### src/rtl/pad_out_serializer_pkg.sv
// Shared types for the pad output serializer: FSM state encoding and
// the bit-counter width helper.
package pad_out_serializer_pkg;

  typedef enum logic [1:0] {
    IDLE  = 2'd0,
    DRIVE = 2'd1,
    SHIFT = 2'd2,
    TRAIL = 2'd3
  } state_t;

  function automatic int bit_cnt_w(input int data_w);
    return (data_w > 2) ? $clog2(data_w) : 1;
  endfunction

endpackage

### src/rtl/pad_out_bit_timer.sv
// Loadable down-counter that marks the last cycle of each bit period
// (div+1 cycles per bit); reloads itself at every bit boundary.
module pad_out_bit_timer #(
  parameter int DIV_W = 8
) (
  input  logic             clk,
  input  logic             rst,
  input  logic             start,
  input  logic             en,
  input  logic [DIV_W-1:0] div,
  output logic             bit_end
);

  logic [DIV_W-1:0] cnt;

  always_ff @(posedge clk or posedge rst) begin
    if (rst) begin
      cnt <= '0;
    end else if (start) begin
      cnt <= div;
    end else if (en) begin
      cnt <= bit_end ? div : (cnt - DIV_W'(1));
    end
  end

  assign bit_end = (cnt == '0);

endmodule

### src/rtl/pad_out_serializer_sva.sv
// Protocol checker bound into the serializer in simulation builds:
// output enable, busy and handshake consistency.
module pad_out_serializer_sva
  import pad_out_serializer_pkg::*;
(
  input logic   clk,
  input logic   rst,
  input state_t state,
  input logic   pad_oe,
  input logic   busy,
  input logic   done,
  input logic   ready
);

  a_oe_only_outside_idle: assert property (@(posedge clk) disable iff (rst)
    pad_oe == (state != IDLE));

  a_busy_matches_state: assert property (@(posedge clk) disable iff (rst)
    busy == (state != IDLE));

  a_done_implies_ready: assert property (@(posedge clk) disable iff (rst)
    done |-> ready);

  a_no_accept_in_turnaround: assert property (@(posedge clk) disable iff (rst)
    ((state == TRAIL) || (state == DRIVE)) |-> !ready);

endmodule

### src/rtl/pad_out_serializer.sv
// Serializes parallel words onto one pad cell, owning output enable and
// the idle-level turnaround around each burst.
module pad_out_serializer
  import pad_out_serializer_pkg::*;
#(
  parameter int DATA_W      = 8,
  parameter int DIV_W       = 8,
  parameter int PAD_ATTR    = 16,
  parameter int TURN_CYCLES = 1
) (
  input  logic                clk_i,
  input  logic                rst_i,
  input  logic [DATA_W-1:0]   data_i,
  input  logic                valid_i,
  output logic                ready_o,
  input  logic [DIV_W-1:0]    div_i,
  input  logic                msb_first_i,
  input  logic                idle_level_i,
  input  logic [PAD_ATTR-1:0] attr_i,
  output logic                pad_in_o,
  output logic                pad_oe_o,
  output logic [PAD_ATTR-1:0] pad_attributes_o,
  output logic                busy_o,
  output logic                done_o
);

  localparam int BCNT_W    = bit_cnt_w(DATA_W);
  localparam int TURN_W    = (TURN_CYCLES > 2) ? $clog2(TURN_CYCLES) : 1;
  localparam int TURN_LOAD = (TURN_CYCLES > 0) ? TURN_CYCLES - 1 : 0;

  localparam logic [BCNT_W-1:0] LAST_BIT    = BCNT_W'(DATA_W - 1);
  localparam logic [TURN_W-1:0] TURN_INIT   = TURN_W'(TURN_LOAD);
  localparam state_t            FIRST_STATE = (TURN_CYCLES > 0) ? DRIVE : SHIFT;
  localparam state_t            AFTER_STATE = (TURN_CYCLES > 0) ? TRAIL : IDLE;

  state_t              state, state_n;
  logic [DATA_W-1:0]   sreg, sreg_n;
  logic [DIV_W-1:0]    div_q, div_n;
  logic [BCNT_W-1:0]   bcnt, bcnt_n;
  logic [TURN_W-1:0]   turn_cnt, turn_n;
  logic                accept, last_bit, bit_end;
  logic                timer_start, timer_en;

  // Words are stored already in transmit order so the shifter always
  // sends sreg[bcnt]; this also freezes the order flag at acceptance.
  function automatic logic [DATA_W-1:0] order_word(input logic [DATA_W-1:0] d,
                                                   input logic msb_first);
    logic [DATA_W-1:0] r;
    for (int i = 0; i < DATA_W; i++) begin
      r[i] = msb_first ? d[DATA_W-1-i] : d[i];
    end
    return r;
  endfunction

  assign last_bit = (state == SHIFT) && bit_end && (bcnt == LAST_BIT);
  assign ready_o  = (state == IDLE) || last_bit;
  assign accept   = valid_i && ready_o;
  assign done_o   = last_bit;
  assign busy_o   = (state != IDLE);

  pad_out_bit_timer #(
    .DIV_W (DIV_W)
  ) u_bit_timer (
    .clk     (clk_i),
    .rst     (rst_i),
    .start   (timer_start),
    .en      (timer_en),
    .div     (div_n),
    .bit_end (bit_end)
  );

  always_comb begin
    state_n     = state;
    sreg_n      = sreg;
    div_n       = div_q;
    bcnt_n      = bcnt;
    turn_n      = turn_cnt;
    timer_start = 1'b0;
    timer_en    = 1'b0;

    case (state)
      IDLE: begin
        if (accept) begin
          state_n     = FIRST_STATE;
          turn_n      = TURN_INIT;
          timer_start = (TURN_CYCLES == 0);
        end
      end
      DRIVE: begin
        if (turn_cnt == '0) begin
          state_n     = SHIFT;
          timer_start = 1'b1;
        end else begin
          turn_n = turn_cnt - TURN_W'(1);
        end
      end
      SHIFT: begin
        timer_en = 1'b1;
        if (bit_end) begin
          if (bcnt == LAST_BIT) begin
            if (accept) begin
              timer_start = 1'b1;
            end else begin
              state_n = AFTER_STATE;
              turn_n  = TURN_INIT;
            end
          end else begin
            bcnt_n = bcnt + BCNT_W'(1);
          end
        end
      end
      TRAIL: begin
        if (turn_cnt == '0) begin
          state_n = IDLE;
        end else begin
          turn_n = turn_cnt - TURN_W'(1);
        end
      end
      default: state_n = IDLE;
    endcase

    if (accept) begin
      sreg_n = order_word(data_i, msb_first_i);
      div_n  = div_i;
      bcnt_n = '0;
    end
  end

  // Pad register stage: outputs follow the next state so the pad value and
  // the FSM state change on the same edge.
  always_ff @(posedge clk_i or posedge rst_i) begin
    if (rst_i) begin
      state            <= IDLE;
      bcnt             <= '0;
      turn_cnt         <= '0;
      pad_in_o         <= 1'b0;
      pad_oe_o         <= 1'b0;
      pad_attributes_o <= '0;
    end else begin
      state            <= state_n;
      bcnt             <= bcnt_n;
      turn_cnt         <= turn_n;
      pad_in_o         <= (state_n == SHIFT) ? sreg_n[bcnt_n] : idle_level_i;
      pad_oe_o         <= (state_n != IDLE);
      pad_attributes_o <= attr_i;
    end
  end

  always_ff @(posedge clk_i) begin
    sreg  <= sreg_n;
    div_q <= div_n;
  end

`ifndef SYNTHESIS
  pad_out_serializer_sva u_sva (
    .clk    (clk_i),
    .rst    (rst_i),
    .state  (state),
    .pad_oe (pad_oe_o),
    .busy   (busy_o),
    .done   (done_o),
    .ready  (ready_o)
  );
`endif

endmodule

### config.mk
export PLATFORM = sky130hd
export DESIGN_NAME = pad_out_serializer
export DESIGN_NICKNAME = d
export VERILOG_FILES = /design/src/rtl/pad_out_serializer_pkg.sv /design/src/rtl/pad_out_bit_timer.sv /design/src/rtl/pad_out_serializer_sva.sv /design/src/rtl/pad_out_serializer.sv
export SDC_FILE = /design/constraint.sdc
export NUM_CORES = 1
export LEC_CHECK = 0
export ABC_AREA = 1
export BUFFER_PORTS_ARGS = -buffer_cell sky130_fd_sc_hd__buf_2
export CAP_MARGIN = 5
export CELL_PAD_IN_SITES_DETAIL_PLACEMENT = 0
export CELL_PAD_IN_SITES_GLOBAL_PLACEMENT = 1
export CORE_MARGIN = 3
export CORE_UTILIZATION = 40
export CTS_BUF_LIST = sky130_fd_sc_hd__clkbuf_8
export DETAILED_ROUTE_END_ITERATION = 16
export HOLD_SLACK_MARGIN = 0.1
export PLACE_DENSITY_LB_ADDON = 0.15
export SLEW_MARGIN = 10
export SYNTH_ARGS = -nofsm -noshare
export SYNTH_HDL_FRONTEND = slang
export SYNTH_SLANG_ARGS = --single-unit
export TNS_END_PERCENT = 10
### constraint.sdc
create_clock -name clk_i -period 2.11 [get_ports clk_i]
set_clock_uncertainty 0.05 [all_clocks]
set_input_delay 0 -clock clk_i [delete_from_list [all_inputs] [get_ports clk_i]]
set_output_delay 0 -clock clk_i [all_outputs]
set_load 0.01 [all_outputs]
==> Implementation_results.wiki <==
{| class="wikitable"
! Metric !! Value
|-
| Result of the run || completed
|-
| Total number of clock tree sinks || 47
|-
| Peak-usage layer in the global routing report || met2
|-
| Sum Neg Setup Slack || 0 ns
|-
| Placeable core region || 0.00514 mm²
|-
| Share of flip-flops with an asynchronous set or reset || 66.0%
|-
| Fin. Hold Viols || 0
|-
| Area share of the largest cell type after synthesis || 36.1%
|-
| R2R Setup Slk || 0.17 ns
|-
| Max Cap Violations || 0
|-
| Drt wl/cell || 11.6 µm
|-
| Most used standard cells in the synthesized netlist || sky130_fd_sc_hd__nand2_1 (47), sky130_fd_sc_hd__inv_1 (41), sky130_fd_sc_hd__dfrtp_1 (31)
|-
| Global-route wire length before repair || 8.03 mm
|-
| Count of buffers inserted at the top-level ports || 57
|-
| Portion of total power attributed to sequential cells || 36.7%
|-
| Slew headroom || 73.7%
|-
| Area growth from synthesis to layout || 41.5%
|-
| Leakage power || 1.56 nW
|-
| Clock Power Share || 18.9%
|-
| Worst Hold End || sreg[6]
|-
| # diodes || 0
|-
| Instance count of the mapped netlist || 245
|-
| Number of clock buffers inserted by TritonCTS || 5
|-
| Height of the chip || 79.3 µm
|-
| Per-cell via count in the routed design || 4.44
|-
| Hold_sp || data_i[6]
|-
| Detailed placer's ending HPWL || 3.29 mm
|-
| Worst hold path type || in -> reg
|-
| Maximum number of pins on one net before global-route repair || 32
|-
| Overall track demand over capacity in global routing || 16.5%
|-
| Post-synthesis average cell area || 8.77 µm²
|-
| 1st-iter DRT viols || 71
|-
| Post-route DRC violation count || 0
|-
| Min-Delay Path Depth || 5
|-
| Crit-path most repeated cell || sky130_fd_sc_hd__nand2_2
|-
| Clock network latency to the later pin of the worst-skew pair || 0.29 ns
|-
| Leading post-synthesis cells by cell area || sky130_fd_sc_hd__dfrtp_1 (36%), sky130_fd_sc_hd__dfxtp_1 (15%), sky130_fd_sc_hd__nand2_1 (8.2%), sky130_fd_sc_hd__inv_1 (7.2%), sky130_fd_sc_hd__nand3_1 (6.1%)
|-
| CP required || 2.24 ns
|-
| Maximum root-to-sink buffer count || 2
|-
| Fraction of final layout cells with drive strength greater than 1 || 29.2%
|-
| Number of nets in the layout || 392
|-
| GRT met2 Usage || 28.1%
|-
| Yosys top cell by area || sky130_fd_sc_hd__dfrtp_1
|-
| Number of cell instances on the worst register-to-register path || 10
|-
| Data arrival time at the worst-slack endpoint || 2.07 ns
|-
| Number of fill cells in the layout || 478
|-
| Final Hold Slack || 0.121 ns
|-
| Final setup fails || 0
|-
| Register bit count reported by yosys || 47
|-
| Critical path type || reg -> reg
|-
| Antenna violations before repair || 0
|-
| Initial Utilization || 41.8%
|-
| Timing-limited maximum frequency || 515 MHz
|-
| Crit path capture type || flop
|-
| Number of global-route vias before repair || 1791
|-
| Top-level port count || 58
|-
| Met1 layer usage reported by global route || 20.7%
|-
| Share of synthesized area occupied by flip-flops and latches || 51.0%
|-
| Global routing met3 resource utilization || 4.20%
|-
| Floorplan die width || 79.3 µm
|-
| Sort of element at the start of the critical path || flop
|-
| Relative contribution of combinational cells to total power || 44.5%
|-
| GP Congestion || 0.805
|-
| Mapped Nets || 289
|-
| Source of the worst register-to-register timing path || bcnt[0]
|-
| Maximum vdd ir drop || 0.000558 V
|-
| First-pass DRT Iterations || 4
|-
| Most numerous cell in the Yosys netlist || sky130_fd_sc_hd__nand2_1
|-
| Total congestion overflow || 0
|-
| Dominant synthesized flop cell || sky130_fd_sc_hd__dfrtp_1
|-
| Yosys warns || 0
|-
| Cell at the slowest stage of the critical path || sky130_fd_sc_hd__dfrtp_1
|-
| Footprint of the multi-input gates || 871 µm²
|-
| Crit Reg-Reg Endpoint || u_bit_timer.cnt[3]
|-
| Internal power summed over all cells || 2.25 mW
|-
| Critical Path, Cell by Cell || ha_1 -> nand2_2 -> inv_1 -> nand3_4 -> nor2_1 -> o21ai_2 -> nand2_2 -> buf_4 -> o211ai_1 -> o21ai_0
|-
| Sw frac || 36.9%
|-
| Areal power density over the cells || 1170 mW/mm²
|-
| Total Wirelength || 4.84 mm
|-
| Fin. max-slew vios || 0
|-
| Clock tree from TritonCTS || built
|-
| Antenna violation net count after detailed routing || 0
|-
| Die ar. || 0.00629 mm²
|-
| Num rows || 26
|-
| Maximum fanout along the worst path || 6
|-
| Total vias in the final route || 1860
|-
| Post-synthesis instance area || 0.00215 mm²
|-
| Final worst path period share || 92.0%
|-
| Register area || 0.00110 mm²
|-
| Worst Max-Slew Pin Slew || 0.394 ns
|-
| Clock-pin transition on the worst setup and hold timing paths || 0.08 ns
|-
| Unique cell type count in the Yosys netlist || 33
|-
| Largest stage delay on the critical path || 0.40 ns
|-
| H-Tree Depth || 2
|-
| Clock period minus final worst setup slack || 1.94 ns
|-
| Number of flops mapped to enable cells by yosys || 0
|-
| RSZ-0062 raised after global routing || true
|-
| Clock root buffer || sky130_fd_sc_hd__clkbuf_8
|-
| Switching pwr || 1.31 mW
|}
[final cells by class]
cell class                 count  share of cell area [%]
clock buffer                   6                    2.71
clock inverter                 2                    1.15
inverter                      42                    5.18
multi-input combinational    150                    28.6
sequential                    47                    36.0
tap                           70                    2.88
timing repair buffer         102                    23.4
[timing repair]
item,in CTS,in global routing
setup endpoints to repair,0,10
setup buffers,0,4
hold buffers,34,0
endpoints found under the hold margin,71,0
gates resized for setup,0,12
[layer usage]
metal | vias to the layer above | wire [µm]
li1 | 985 | -
met1 | 814 | 2270
met2 | 56 | 2220
met3 | 5 | 288
met4 | 0 | 61
met5 | - | 0
[sequential cells by signal (all words and copies together), names as in the netlist]
register and cells:
pad_attributes_o 16, bcnt 3, pad_in_o 1, pad_oe_o 1, state 2, u_bit_timer.cnt 8
div_q 8, sreg 8
[cells by family after synthesis]
logic type / synth area share [%]
DFF: 51.0
xor gates and xnor gates: 2.04
AOI/OAI and AO/OA: 11.2
buffers and inverters: 9.37
and+or+nand+nor: 22.4
adders and majority gates: 4.07
[metrics by stage]
step / util [%] / power (mW) / setup slack (ns) / instance area [µm²] / std cells
5_1_grt: 59.2 / 3.89 / -0.00756 / 3040 / 419
2_1_floorplan: - / 2.41 / 0.256 / 2150 / 245
4_1_cts: 58.2 / 3.52 / 0.0449 / 2990 / 415
3_5_place_dp: 49.2 / 2.79 / 0.0485 / 2530 / 373
3_3_place_gp: 49.2 / 2.78 / 0.0764 / 2530 / 373
6_report: 59.2 / 3.56 / 0.168 / 3040 / 419
[worst max-delay path by stage]
stage                                  start            endpoint  slack [ns]  cells after the start
final                                bcnt[0]  u_bit_timer.cnt[3]        0.17                     10
after global routing                 bcnt[0]  u_bit_timer.cnt[5]      -0.008                     11
after global placement    u_bit_timer.cnt[1]            pad_in_o        0.08                     13
after detailed placement             bcnt[0]            pad_in_o        0.05                     13
after floorplan           u_bit_timer.cnt[0]            pad_oe_o        0.26                     11
after CTS                            bcnt[0]            pad_in_o        0.04                     13
[critical path: cells and delay by family (launching register included)]
family / cells / cell delay, ns
AO/OA/AOI/OAI: 3 / 0.49
adder cells (fa/ha/maj): 1 / 0.23
buffers and inverters: 2 / 0.24
flip-flops: 1 / 0.40
AND/OR/NAND/NOR: 4 / 0.41
[cells in the final DEF, fill, tap and decap left out, types with 2 or more instances in the layout]
cell type                       count
sky130_fd_sc_hd__nand2_8            2
sky130_fd_sc_hd__dfrtp_1           31
sky130_fd_sc_hd__dlygate4sd3_1     34
sky130_fd_sc_hd__inv_1             39
sky130_fd_sc_hd__xor2_1             5
sky130_fd_sc_hd__clkbuf_8           6
sky130_fd_sc_hd__buf_2             57
sky130_fd_sc_hd__buf_4             10
sky130_fd_sc_hd__nand3_1           26
sky130_fd_sc_hd__nand2_2            5
sky130_fd_sc_hd__o21ai_1            8
sky130_fd_sc_hd__ha_1               6
sky130_fd_sc_hd__nor2_1             9
sky130_fd_sc_hd__o21ai_0           18
sky130_fd_sc_hd__inv_2              3
sky130_fd_sc_hd__dfxtp_1           16
sky130_fd_sc_hd__o21ai_2            2
sky130_fd_sc_hd__o211ai_1           5
sky130_fd_sc_hd__nand2_1           44
sky130_fd_sc_hd__or2_2              7
[power groups by stage]
stage	combinational [mW]	sequential [mW]	clock, mW
global route	1.81	1.34	0.735
global placement	1.46	1.32	0
finish	1.58	1.31	0.671
detailed placement	1.47	1.32	0
floorplan	1.09	1.32	0
CTS	1.53	1.30	0.694
Power figures use the tool's default switching activity.
